===== src/rtl/coeff_fetch_if.sv =====
// coeff_fetch_if: ROM read port, coefficient stream and control handshake of the coefficient fetch sequencer.
interface coeff_fetch_if #(
   parameter int COEFF_WIDTH = 16,
   parameter int DEPTH       = 6
);
   localparam int ADDR_W = $clog2(DEPTH);
   logic                          start;
   logic                          abort;
   logic                          rom_en;
   logic        [ADDR_W-1:0]      rom_addr_re;
   logic        [ADDR_W-1:0]      rom_addr_im;
   logic signed [COEFF_WIDTH-1:0] rom_data_re;
   logic signed [COEFF_WIDTH-1:0] rom_data_im;
   logic                          coef_valid;
   logic                          coef_ready;
   logic        [ADDR_W-1:0]      coef_idx;
   logic signed [COEFF_WIDTH-1:0] coef_re;
   logic signed [COEFF_WIDTH-1:0] coef_im;
   logic                          busy;
   logic                          done;
   modport master (
      input  start, abort, rom_data_re, rom_data_im, coef_ready,
      output rom_en, rom_addr_re, rom_addr_im, coef_valid, coef_idx, coef_re, coef_im, busy, done
   );
   modport slave (
      output start, abort, rom_data_re, rom_data_im, coef_ready,
      input  rom_en, rom_addr_re, rom_addr_im, coef_valid, coef_idx, coef_re, coef_im, busy, done
   );
endinterface


===== src/rtl/coeff_fetch_ctrl.sv =====
// coeff_fetch_ctrl: streams coefficients 0..DEPTH-1 from the registered ROM to the DPD loader,
// stalling the ROM enable under backpressure so the ROM output register is the only buffer.
module coeff_fetch_ctrl #(
   parameter int COEFF_WIDTH = 16,
   parameter int DEPTH       = 6
) (
   input logic          clk,
   input logic          rst,
   coeff_fetch_if.master bus
);
   localparam int ADDR_W = $clog2(DEPTH);
   localparam logic [ADDR_W:0]   CNT_MAX  = (ADDR_W+1)'(DEPTH);
   localparam logic [ADDR_W-1:0] IDX_LAST = ADDR_W'(DEPTH-1);
   typedef enum logic [1:0] {IDLE, RUN, DONE} state_t;
   state_t            state, state_n;
   logic [ADDR_W:0]   cnt, cnt_n;
   logic              valid_n;
   logic [ADDR_W-1:0] idx_n;
   logic              fire, accept;
   always_comb begin
      state_n = state;
      cnt_n   = cnt;
      valid_n = bus.coef_valid;
      idx_n   = bus.coef_idx;
      fire    = state == RUN && cnt < CNT_MAX && (!bus.coef_valid || bus.coef_ready) && !bus.abort;
      accept  = bus.coef_valid && bus.coef_ready && !bus.abort;
      if (state == IDLE) begin
         if (bus.start && !bus.abort) begin
            state_n = RUN;
            cnt_n   = '0;
         end
      end else if (state == RUN) begin
         if (bus.abort) begin
            state_n = IDLE;
            valid_n = 1'b0;
            cnt_n   = '0;
         end else if (accept && bus.coef_idx == IDX_LAST) begin
            state_n = DONE;
            valid_n = 1'b0;
         end else if (fire) begin
            cnt_n   = cnt + 1'b1;
            valid_n = 1'b1;
            idx_n   = cnt[ADDR_W-1:0];
         end else if (accept) begin
            valid_n = 1'b0;
         end
      end else begin
         state_n = IDLE;
      end
   end
   always_ff @(posedge clk or posedge rst) begin
      if (rst) begin
         state          <= IDLE;
         cnt            <= '0;
         bus.coef_valid <= 1'b0;
         bus.coef_idx   <= '0;
      end else begin
         state          <= state_n;
         cnt            <= cnt_n;
         bus.coef_valid <= valid_n;
         bus.coef_idx   <= idx_n;
      end
   end
   // Past the last issue the count sits at DEPTH, which is not a legal address.
   assign bus.rom_addr_re = cnt < CNT_MAX ? cnt[ADDR_W-1:0] : '0;
   assign bus.rom_addr_im = bus.rom_addr_re;
   assign bus.rom_en      = fire;
   assign bus.busy        = state == RUN;
   assign bus.done        = state == DONE;
   assign bus.coef_re     = bus.rom_data_re;
   assign bus.coef_im     = bus.rom_data_im;
endmodule


===== src/flat_wrapper.sv =====
// flat-port wrapper written by rule: the top's interface ports become plain ports
module coeff_fetch_ctrl_flat 
#(
   parameter int COEFF_WIDTH = 16,
   parameter int DEPTH       = 6
)
  (clk, rst, bus_start, bus_abort, bus_rom_data_re, bus_rom_data_im, bus_coef_ready, bus_rom_en, bus_rom_addr_re, bus_rom_addr_im, bus_coef_valid, bus_coef_idx, bus_coef_re, bus_coef_im, bus_busy, bus_done);
  coeff_fetch_if #(.COEFF_WIDTH(COEFF_WIDTH), .DEPTH(DEPTH)) bus_i ();
  input logic clk;
  input logic rst;
  input wire logic [$bits(bus_i.start)-1:0] bus_start;
  input wire logic [$bits(bus_i.abort)-1:0] bus_abort;
  input wire logic [$bits(bus_i.rom_data_re)-1:0] bus_rom_data_re;
  input wire logic [$bits(bus_i.rom_data_im)-1:0] bus_rom_data_im;
  input wire logic [$bits(bus_i.coef_ready)-1:0] bus_coef_ready;
  output wire logic [$bits(bus_i.rom_en)-1:0] bus_rom_en;
  output wire logic [$bits(bus_i.rom_addr_re)-1:0] bus_rom_addr_re;
  output wire logic [$bits(bus_i.rom_addr_im)-1:0] bus_rom_addr_im;
  output wire logic [$bits(bus_i.coef_valid)-1:0] bus_coef_valid;
  output wire logic [$bits(bus_i.coef_idx)-1:0] bus_coef_idx;
  output wire logic [$bits(bus_i.coef_re)-1:0] bus_coef_re;
  output wire logic [$bits(bus_i.coef_im)-1:0] bus_coef_im;
  output wire logic [$bits(bus_i.busy)-1:0] bus_busy;
  output wire logic [$bits(bus_i.done)-1:0] bus_done;
  assign bus_i.start = bus_start;
  assign bus_i.abort = bus_abort;
  assign bus_i.rom_data_re = bus_rom_data_re;
  assign bus_i.rom_data_im = bus_rom_data_im;
  assign bus_i.coef_ready = bus_coef_ready;
  assign bus_rom_en = bus_i.rom_en;
  assign bus_rom_addr_re = bus_i.rom_addr_re;
  assign bus_rom_addr_im = bus_i.rom_addr_im;
  assign bus_coef_valid = bus_i.coef_valid;
  assign bus_coef_idx = bus_i.coef_idx;
  assign bus_coef_re = bus_i.coef_re;
  assign bus_coef_im = bus_i.coef_im;
  assign bus_busy = bus_i.busy;
  assign bus_done = bus_i.done;
  coeff_fetch_ctrl #(.COEFF_WIDTH(COEFF_WIDTH), .DEPTH(DEPTH)) u_core (.clk(clk), .rst(rst), .bus(bus_i));
endmodule

===== config.mk =====
export PLATFORM = sky130hd
export DESIGN_NAME = coeff_fetch_ctrl_flat
export DESIGN_NICKNAME = d
export VERILOG_FILES = /design/src/rtl/coeff_fetch_if.sv /design/src/rtl/coeff_fetch_ctrl.sv /design/src/flat_wrapper.sv
export SDC_FILE = /design/constraint.sdc
export NUM_CORES = 1
export LEC_CHECK = 0
export BUFFER_PORTS_ARGS = -buffer_cell sky130_fd_sc_hd__buf_2
export CAP_MARGIN = 20
export CORE_UTILIZATION = 37
export CTS_CLUSTER_SIZE = 40
export DETAILED_ROUTE_END_ITERATION = 10
export PLACE_DENSITY = 0.87
export SLEW_MARGIN = 20
export SYNTH_ARGS = -nofsm -noshare
export SYNTH_HDL_FRONTEND = slang
export SYNTH_SLANG_ARGS = --single-unit

===== constraint.sdc =====
create_clock -name clk -period 2.1 [get_ports clk]
set_input_delay 0.105 -clock clk [delete_from_list [all_inputs] [get_ports clk]]
set_output_delay 0.105 -clock clk [all_outputs]
set_load 0.05 [all_outputs]

==> out/metrics.yaml <==
status:
  run_status: "finished, final reports clean"
sta:
  max_clock_freq_mhz: 566
  finalClockSkew_ns: 0.00804
  slew_viol_final: 0
  rsz0062_at_grt: "false"
  slew_headroom_pct: 73.4
  period_minus_slack_ns: 1.77
  hold_violations: 0
  tns_ns: 0
  finalSetupViolCount: 0
  min_period_over_period_pct: 84.1
  worstMarginPinSlew_ns: 0.399
die:
  die_h_um: 51.4
  start_util_pct: 40.1
  die-area_um2: 2640
  ios: 82
  die_x_um: 51.4
  core_um2: 2250
  std_cell_rows: 17
synth:
  synthesis.nets: 133
  yosys_register_bits: 10
  syn_area_per_cell_um2: 9.51
  ys_seq_area_share_pct: 27.7
  synth_cell_type_count: 33
  ys_top_cells_by_area: "buf_4 29%, dfrtp_1 28%, mux2_1 3.7%"
  muxShareOfSynthArea_pct: 3.74
  synthAdderAreaFrac_pct: 1.39
  synthSimpleGateAreaFrac_pct: 18.8
  synth_compound_area_share_pct: 14.5
  netlist_instances: 95
  yosysWarnings: 0
  synthesis.area_um2: 903
  post-synth-top-area-cell: "buf_4"
  synth_top_family_by_area: "buffers and inverters"
  synth_top_area_share_pct: 29.1
  synthXorXnorAreaFrac_pct: 0
clock_network:
  cts_sinks: 10
  cts.root.buffer_cell: "clkbuf_4"
  cts.path.max_buffers: 2
  cts_made_buffers: 3
  cts_tree: "yes"
  post_cts_resize_count: 0
  clk_pin_slew_ns: 0.07
  h-tree-depth: 1
  clock_latency_ns: 0.26
worst_hold_path:
  hold_path_class: "input pin to flip-flop"
cells_and_area:
  area_delta_synth_final_pct: -14.1
  fin_nets: 118
  layout-drive-gt1-share_pct: 35.9
  num_antenna_cells: 0
  design_area_um2: 776
routing:
  post_drt_wl_per_cell_um: 14.8
  vias_per_cell: 5.09
  drc: 0
  vias: 540
  drt_iter0_drc: 9
  routed_wl_um: 1570
  ant_nets: 0
  drt-pass1-iter-count: 4
setup_path:
  critPathSlowestCell: "dfrtp_1"
  critPathMaxFanout: 10
  cp_cell_sequence: "nor3b_2 > and3_1 > nor2b_4 > mux2_1"
  path_class: "flip-flop to flip-flop"
  timing.critical_path.to_type: "flip-flop"
  cp.arrival_ns: 1.90
  critPathTopFamily: "simple AND/OR/NAND/NOR gates"
  worstPathRequired_ns: 2.23
  start_kind: "flip-flop"
  max_stage_delay_ns: 0.59
  path_buf_inv: 0
job:
  drv_cap: 0
global_routing:
  grt_max_degree: 11
  grt_overflow: 0
  antenna_found_initial: 0
  grt_util_all_layers_pct: 12.0
  grt_pass1_wl_um: 2370
  grt_pass1_vias: 496
pwr:
  power.leakage_uw: 0.000374
  power_density_nw_per_um2: 1060
  ir_worst_vdd_mv: 0.568
placed_design:
  placed_cell_area_um2: 743
  portBuffers: 17
  dp.final_hpwl_um: 1160
  gp_congestion: 0.820
## flip-flops by register name (all words and copies together), names as in the netlist
name / flops
u_core.cnt: 4
u_core.state: 2
u_core.bus.coef_valid: 1
u_core.bus.coef_idx: 3
## cell usage after synthesis, drive strengths merged
master / instances
or4b: 1
buf: 38
mux2: 3
o22ai: 1
o2bb2ai: 1
nand3: 1
a211oi: 1
a21oi: 4
nand2: 5
ha: 1
nand4bb: 1
nor3b: 4
o21ai: 3
o311ai: 2
nand2b: 2
nor4b: 1
inv: 4
and3: 1
a2bb2oi: 1
o211ai: 1
o22a: 1
a2111oi: 1
dfrtp: 10
nor2b: 4
nor2: 1
and2: 2
## metrics by stage
| stage | hold slack, ns | power [uW] | utilization [%] | worst slack [ns] | instances |
|---|---|---|---|---|---|
| after floorplan | -0.0548 | 793 | - | 0.151 | 95 |
| after global placement | 0.0921 | 688 | 33.0 | 0.501 | 102 |
| after detailed placement | 0.111 | 693 | 33.0 | 0.424 | 102 |
| after CTS | 0.174 | 822 | 34.4 | 0.349 | 106 |
| after global routing | 0.202 | 862 | 34.4 | 0.240 | 106 |
| final | 0.177 | 819 | 34.4 | 0.335 | 106 |
## routing by layer
layer	wire length [um]	track usage [%]
met1	648	14.9
met2	701	17.5
met3	208	5.95
met4	6	4.95
met5	0	0
## final cells by class
type	instances	area (um^2)
Sequential cell	10	250
Tap cell	28	35.0
Inverter	4	15.0
Timing Repair Buffer	18	95.1
Fill cell	253	1480
Multi-Input combinational cell	43	358
Clock buffer	3	22.5
## kinds of logic after synthesis
| kind of cell | count (synthesis) |
|---|---|
| simple gates | 23 |
| buf+inv | 42 |
| mux | 3 |
| compound gates | 16 |
| fa+ha+maj | 1 |
| flops | 10 |
## power breakdown
group          switching, uW  leakage (uW)  internal, uW  total (uW)
clock network           63.1     0.0000138          66.0         129
registers               52.6      0.000132           233         286
logic                    292      0.000229           112         404
total                    407      0.000374           411         819
## path summary, 6_finish.rpt
check	start	to	slack, ns	cells after the start
max	u_core.state[0]	u_core.bus.coef_idx[1]	0.33	4
min	bus_start	u_core.state[0]	0.18	3
max reg2reg	u_core.state[0]	u_core.bus.coef_idx[1]	0.33	4
min reg2reg	u_core.bus.coef_idx[2]	u_core.bus.coef_idx[2]	0.52	1
max in group asynchronous	rst	u_core.bus.coef_idx[0]	1.45	3
min in group asynchronous	rst	u_core.bus.coef_valid	0.36	3
## placed cells by master (no fill, tap or decap), types with 2 or more instances in the layout
cell and instances:
inv_1 4, nand2_1 5, nor2b_1 3, buf_2 17, o21ai_1 2, o311ai_0 2
and2_1 2, nor3b_2 3, dfrtp_1 10, nand2b_1 2, clkbuf_4 3, mux2_1 3
a21oi_1 3
## what timing repair did
action,in CTS,in global routing
buffers inserted,0,0
hold endpoints to repair,10,0
hold buffers,1,0
## tightest hold or removal path: cells and delay by family
| kind | cells | cell delay (ns) |
|---|---|---|
| compound gates | 1 | 0.08 |
| simple gates | 1 | 0.09 |
| buf+inv | 1 | 0.12 |
(Power assumes the default switching activity.)
